==> src/rtl/id_ex_stage.sv <==
// ID/EX pipeline register and operand-select stage of the 5-stage MIPS pipeline.
// Captures the decoded instruction, generates the 4-bit ALU control code and
// resolves EX/MEM and MEM/WB forwarding for the ALU operands and store data.
// It also flags load-use hazards back to IF/ID.
//
// Optional build macro: IDEX_PERF_CNT_EN adds the perf_bubbles/perf_holds
// counters. Without it those ports do not exist and nothing else changes.
//
// Update priority on each rising edge:
//   Reset > flush_in > stall_in > load_use_stall > capture
// No FSM: the stage is a single register bank with a priority-selected next state.
module id_ex_stage #(
  parameter int W  = 32,
  parameter int RW = 5
) (
  input  logic          Clk,
  input  logic          Reset,
  input  logic          stall_in,
  input  logic          flush_in,
  input  logic          id_valid,
  input  logic [W-1:0]  id_rs_data,
  input  logic [W-1:0]  id_rt_data,
  input  logic [W-1:0]  id_imm,
  input  logic [RW-1:0] id_rs,
  input  logic [RW-1:0] id_rt,
  input  logic [RW-1:0] id_rd,
  input  logic [4:0]    id_shamt,
  input  logic [1:0]    id_alu_op,
  input  logic [5:0]    id_funct,
  input  logic          id_alu_src,
  input  logic          id_reg_dst,
  input  logic          id_uses_rt,
  input  logic          id_reg_write,
  input  logic          id_mem_read,
  input  logic          id_mem_write,
  input  logic          id_mem_to_reg,
  input  logic          exmem_reg_write,
  input  logic [RW-1:0] exmem_rd,
  input  logic [W-1:0]  exmem_result,
  input  logic          memwb_reg_write,
  input  logic [RW-1:0] memwb_rd,
  input  logic [W-1:0]  memwb_data,
  output logic [W-1:0]  input1,
  output logic [W-1:0]  input2,
  output logic [3:0]    AluCtrl,
  output logic [W-1:0]  ex_store_data,
  output logic [RW-1:0] ex_dest,
  output logic          ex_valid,
  output logic          ex_reg_write,
  output logic          ex_mem_read,
  output logic          ex_mem_write,
  output logic          ex_mem_to_reg,
  output logic          illegal_funct,
  output logic          load_use_stall
`ifdef IDEX_PERF_CNT_EN
  ,
  output logic [31:0]   perf_bubbles,
  output logic [31:0]   perf_holds
`endif
);

  localparam logic [3:0] CTRL_AND = 4'b0000;
  localparam logic [3:0] CTRL_OR  = 4'b0001;
  localparam logic [3:0] CTRL_ADD = 4'b0010;
  localparam logic [3:0] CTRL_SUB = 4'b0110;
  localparam logic [3:0] CTRL_SLT = 4'b0111;
  localparam logic [3:0] CTRL_SLL = 4'b1100;
  localparam logic [3:0] CTRL_BAD = 4'b1111;

  // Everything held between ID and EX. An all-zero value is a bubble: no valid
  // instruction, no side-effecting control, register 0 as operands.
  typedef struct packed {
    logic          valid;
    logic          reg_write;
    logic          mem_read;
    logic          mem_write;
    logic          mem_to_reg;
    logic          alu_src;
    logic          illegal;
    logic [3:0]    alu_ctrl;
    logic [RW-1:0] dest;
    logic [RW-1:0] rs;
    logic [RW-1:0] rt;
    logic [4:0]    shamt;
    logic [W-1:0]  rs_data;
    logic [W-1:0]  rt_data;
    logic [W-1:0]  imm;
  } ex_regs_t;

  ex_regs_t ex_q;
  ex_regs_t ex_d;

  logic [3:0] dec_ctrl;
  logic       dec_illegal;
  logic [W-1:0] fwd_rs;
  logic [W-1:0] fwd_rt;

  // ALU control decode of the instruction currently in ID.
  always_comb begin
    dec_ctrl    = CTRL_ADD;
    dec_illegal = 1'b0;
    case (id_alu_op)
      2'b00: dec_ctrl = CTRL_ADD;
      2'b01: dec_ctrl = CTRL_SUB;
      2'b11: dec_ctrl = CTRL_OR;
      default: begin
        case (id_funct)
          6'b100000: dec_ctrl = CTRL_ADD;
          6'b100010: dec_ctrl = CTRL_SUB;
          6'b100100: dec_ctrl = CTRL_AND;
          6'b100101: dec_ctrl = CTRL_OR;
          6'b101010: dec_ctrl = CTRL_SLT;
          6'b000000: dec_ctrl = CTRL_SLL;
          default: begin
            dec_ctrl    = CTRL_BAD;
            dec_illegal = 1'b1;
          end
        endcase
      end
    endcase
  end

  // Load-use hazard: the load in EX writes a register the ID instruction reads.
  // A flush squashes ID anyway, so the hazard is meaningless then.
  always_comb begin
    load_use_stall = 1'b0;
    if (ex_q.valid && ex_q.mem_read && (ex_q.dest != '0) && id_valid && !flush_in) begin
      if ((ex_q.dest == id_rs) || (id_uses_rt && (ex_q.dest == id_rt))) begin
        load_use_stall = 1'b1;
      end
    end
  end

  // Next-state selection in priority order; Reset is applied in the register.
  always_comb begin
    ex_d = ex_q;
    if (flush_in) begin
      ex_d = '0;
    end else if (stall_in) begin
      ex_d = ex_q;
    end else if (load_use_stall) begin
      ex_d = '0;
    end else begin
      ex_d.valid      = id_valid;
      ex_d.reg_write  = id_reg_write  & id_valid;
      ex_d.mem_read   = id_mem_read   & id_valid;
      ex_d.mem_write  = id_mem_write  & id_valid;
      ex_d.mem_to_reg = id_mem_to_reg & id_valid;
      ex_d.illegal    = dec_illegal   & id_valid;
      ex_d.alu_src    = id_alu_src;
      ex_d.alu_ctrl   = dec_ctrl;
      ex_d.dest       = id_reg_dst ? id_rd : id_rt;
      ex_d.rs         = id_rs;
      ex_d.rt         = id_rt;
      ex_d.shamt      = id_shamt;
      ex_d.rs_data    = id_rs_data;
      ex_d.rt_data    = id_rt_data;
      ex_d.imm        = id_imm;
    end
  end

  // Stage register.
  always_ff @(posedge Clk) begin
    if (Reset) begin
      ex_q <= '0;
    end else begin
      ex_q <= ex_d;
    end
  end

  // Forwarding for rs: EX/MEM beats MEM/WB, register 0 never forwarded.
  always_comb begin
    fwd_rs = ex_q.rs_data;
    if (exmem_reg_write && (exmem_rd != '0) && (exmem_rd == ex_q.rs)) begin
      fwd_rs = exmem_result;
    end else if (memwb_reg_write && (memwb_rd != '0) && (memwb_rd == ex_q.rs)) begin
      fwd_rs = memwb_data;
    end
  end

  // Forwarding for rt, same rules as rs.
  always_comb begin
    fwd_rt = ex_q.rt_data;
    if (exmem_reg_write && (exmem_rd != '0) && (exmem_rd == ex_q.rt)) begin
      fwd_rt = exmem_result;
    end else if (memwb_reg_write && (memwb_rd != '0) && (memwb_rd == ex_q.rt)) begin
      fwd_rt = memwb_data;
    end
  end

  // Operand select: sll shifts rt by shamt, others use rs and rt/immediate.
  always_comb begin
    input1 = fwd_rs;
    input2 = ex_q.alu_src ? ex_q.imm : fwd_rt;
    if (ex_q.alu_ctrl == CTRL_SLL) begin
      input1 = fwd_rt;
      input2 = {{(W-5){1'b0}}, ex_q.shamt};
    end
  end

  assign ex_store_data = fwd_rt;
  assign AluCtrl       = ex_q.alu_ctrl;
  assign ex_dest       = ex_q.dest;
  assign ex_valid      = ex_q.valid;
  assign ex_reg_write  = ex_q.reg_write;
  assign ex_mem_read   = ex_q.mem_read;
  assign ex_mem_write  = ex_q.mem_write;
  assign ex_mem_to_reg = ex_q.mem_to_reg;
  assign illegal_funct = ex_q.illegal;

`ifdef IDEX_PERF_CNT_EN
  logic [31:0] bubbles_q, bubbles_d;
  logic [31:0] holds_q, holds_d;

  // A bubble is loaded by flush, or by a load-use hazard that stall_in does not override.
  always_comb begin
    bubbles_d = bubbles_q;
    holds_d   = holds_q;
    if (flush_in || (!stall_in && load_use_stall)) begin
      bubbles_d = bubbles_q + 32'd1;
    end
    if (stall_in && !flush_in) begin
      holds_d = holds_q + 32'd1;
    end
  end

  // Event counters, wrapping naturally.
  always_ff @(posedge Clk) begin
    if (Reset) begin
      bubbles_q <= '0;
      holds_q   <= '0;
    end else begin
      bubbles_q <= bubbles_d;
      holds_q   <= holds_d;
    end
  end

  assign perf_bubbles = bubbles_q;
  assign perf_holds   = holds_q;
`endif

endmodule

==> config.mk <==
export PLATFORM = sky130hd
export DESIGN_NAME = id_ex_stage
export DESIGN_NICKNAME = d
export VERILOG_FILES = /design/src/rtl/id_ex_stage.sv
export SDC_FILE = /design/constraint.sdc
export NUM_CORES = 1
export LEC_CHECK = 0
export CAP_MARGIN = 30
export CORE_MARGIN = 2
export CORE_UTILIZATION = 45
export CTS_BUF_LIST = sky130_fd_sc_hd__clkbuf_16
export DETAILED_ROUTE_END_ITERATION = 16
export PLACE_DENSITY = 0.87
export REMOVE_ABC_BUFFERS = 1
export SYNTH_ARGS = -nofsm -noshare
export SYNTH_HDL_FRONTEND = slang
export SYNTH_SLANG_ARGS = --single-unit
==> constraint.sdc <==
create_clock -name Clk -period 10.4 [get_ports Clk]
set_clock_uncertainty 0.2 [all_clocks]
set_input_delay 3.12 -clock Clk [delete_from_list [all_inputs] [get_ports Clk]]
set_output_delay 3.12 -clock Clk [all_outputs]
set_load 0.05 [all_outputs]
==> impl_metrics.tcl <==
set metrics [dict create \
    viasPerCell 6.42 \
    hold_violations 0 \
    async_reset_ff_share_pct 0 \
    place_area_um2 10600 \
    met3_length_um 3080 \
    clockBufferDepth 2 \
    drv_slew 0 \
    cp-startpoint "exmem_rd[1]" \
    num_io_pins 324 \
    seq_power_share_pct 34.8 \
    hold_path.class "reg2reg" \
    fillers 982 \
    wl_met2_um 13300 \
    dieHeight_um 127 \
    internal-power_w 0.00105 \
    clock.fmax_mhz 107 \
    layout.cells.most_common_list "clkdlybuf4s50_1 (227), a22o_1 (147), dfxtp_1 (127), buf_12 (60), buf_4 (57)" \
    rsz0062_at_grt "no" \
    cts_hold_buf 0 \
    layout_commonest_cell "clkdlybuf4s50_1" \
    grt_pass1_wl_um 42700 \
    dp_hpwl_um 19400 \
    stdcell_count 1208 \
    rr_worst_depth 6 \
    syn_area_per_cell_um2 9.26 \
    numCtsBuffers 17 \
    synth_flop_cell "dfxtp_1" \
    dp_cells 1176 \
    cts_resized 0 \
    tightest_slew_ns 0.938 \
    crit_path_start_kind "input port" \
    antennaDiodeCount 0 \
    gp_congestion 0.881 \
    antenna_found_initial 0 \
    ir_drop_uv 125 \
    crit_type "in2out" \
    die-area_um2 16000 \
    drt-initial-drc-count 1049 \
    combPwrFrac_pct 24.6 \
    holdWs_ns 0.268 \
    clock_latency_ns 0.42 \
    dr.pass1.iters 12 \
    die_x_um 127 \
    cts_tree "done" \
    setup_viol 0 \
    ys_ff_latch 127 \
    design_area_um2 11200 \
    fin_crit_ns 9.36 \
    outcome "completed" \
    fin_setup_tns_ns 0 \
    max_cap_viol_count 0 \
    start_util_pct 46.4 \
    drt-met1-wl_um 9850 \
    grt_max_degree 68 \
    synth_warnings 0 \
    top_layer_used "met4" \
    net-switching-power_w 0.000427 \
    grt_usage_pct 33.6 \
    vias 7760 \
    swShare_pct 28.9 \
    critPathMaxFanout 32 \
    coreArea_um2 14600 \
    r2r-end "ex_q[95]$_SDFFE_PP0N_" \
    htreeDepth 4 \
    worstHoldPathCells 1 \
    place_ws_ns 1.08 \
    worst_slack_ns 1.04 \
    drc 0 \
    r2r_slack_ns 7.92 \
    wl_per_cell_um 22.8 \
    largest_reg_flops 112 \
    slew_headroom_pct 37.3 \
    cp-endpoint "input1[21]" \
    p_leak_nw 4.18 \
    top_register "ex_q" \
    portBuffers 323 \
    clock-sinks 127 \
    cts_setup_buffers 0 \
    ant_nets 0 \
    rows 44 \
    grt_overflow 0 \
    required_ns 7.08 \
    netlist_instances 731 \
    worstPathArrival_ns 6.04 \
    power_density_nw_per_um2 132 \
    first_global_vias 7952 \
    r2r-start "ex_dest[2]$_SDFFE_PP0N_" \
    period_share_pct 90.0 \
    yosysSeqAreaShare_pct 37.6 \
    final_nets 1223 \
    synth_edf_count 0 \
    syn_to_final_growth_pct 64.9 \
    power_frac_clock_pct 40.6 \
    cts_root_buffer "clkbuf_16" \
    wl_um 27500 \
    end_kind "output pin" \
    post_synth_num_cell_types 47 \
    synth_area_um2 6770 \
    cts.reportedPaths.clkPinSlew_ns 0.05 \
    layout-drive-gt1-share_pct 15.9 \
]
-- area by class of cell --
| class | instances | area [µm²] | area share, % |
|---|---|---|---|
| flip-flops and latches | 127 | 2540 | 22.8 |
| well taps | 184 | 230 | 2.06 |
| inverters | 33 | 124 | 1.11 |
| clock inverters | 15 | 156 | 1.40 |
| clock buffers | 17 | 425 | 3.81 |
| repair buffers | 344 | 3900 | 35.0 |
| multi-input cells | 488 | 3780 | 33.9 |
-- logic make-up after synthesis --
kind of cell / synth area share [%]
AOI/OAI and AO/OA: 32.9
and+or+nand+nor: 12.8
DFF: 37.6
buffers and inverters: 7.30
muxes: 5.57
xor gates and xnor gates: 3.88
-- power groups by stage --
stage	Clock, W	Combinational (W)	Sequential, W
2_1_floorplan	0	0.000159	0.000527
3_3_place_gp	0	0.000353	0.000524
3_5_place_dp	0	0.000359	0.000524
4_1_cts	0.000603	0.000361	0.000514
5_1_grt	0.000621	0.000378	0.000516
6_report	0.000599	0.000363	0.000514
-- synth_stat cells (4+ instances only) --
library cell / instances / area share [%]
a221o_1: 5 / 0.74
a222oi_1: 32 / 4.7
a22o_1: 147 / 19
a31oi_1: 32 / 3.0
a32o_1: 7 / 1.0
and2_0: 5 / 0.46
and2_1: 29 / 2.7
buf_1: 4 / 0.22
buf_2: 14 / 1.0
buf_4: 10 / 1.1
clkbuf_1: 52 / 2.9
dfxtp_1: 127 / 38
inv_1: 33 / 1.8
mux2_2: 5 / 0.83
mux2i_1: 32 / 4.7
nand2_1: 12 / 0.67
nand3_1: 38 / 2.8
nor2_1: 10 / 0.55
nor2b_1: 4 / 0.37
nor3_1: 5 / 0.37
nor4_1: 32 / 3.0
o21ai_0: 33 / 2.4
xnor2_1: 28 / 3.6
-- routing by layer --
layer  up-vias  GRT usage [%]
li1       3433              -
met1      3685           37.8
met2       542           57.2
met3       100           10.5
met4         0           17.5
met5         -              0
-- stage by stage --
step / utilization, % / total power (W)
after floorplan: - / 0.000685
after global placement: 72.4 / 0.000877
after detailed placement: 72.5 / 0.000883
after CTS: 76.5 / 0.00148
after global routing: 76.5 / 0.00152
final: 76.5 / 0.00148
-- worst min path at each step --
stage                                     from                          to  slack, ns
floorplan                ex_q[32]$_SDFFE_PP0N_       ex_q[32]$_SDFFE_PP0N_       0.24
global placement    illegal_funct$_SDFFE_PP0N_  illegal_funct$_SDFFE_PP0N_       0.25
detailed placement       ex_q[38]$_SDFFE_PP0N_       ex_q[38]$_SDFFE_PP0N_       0.25
CTS                 illegal_funct$_SDFFE_PP0N_  illegal_funct$_SDFFE_PP0N_       0.27
global route             ex_q[94]$_SDFFE_PP0N_       ex_q[94]$_SDFFE_PP0N_       0.28
finish                   ex_q[63]$_SDFFE_PP0N_       ex_q[63]$_SDFFE_PP0N_       0.27
-- critical path: stages --
cell,delay (ns)
clkdlybuf4s50_1,0.48
or4_1,0.60
o21ai_4,0.43
nor3_1,0.17
nor2_4,0.67
a222oi_1,0.28
buf_4,0.27
(Power assumes the default switching activity.)
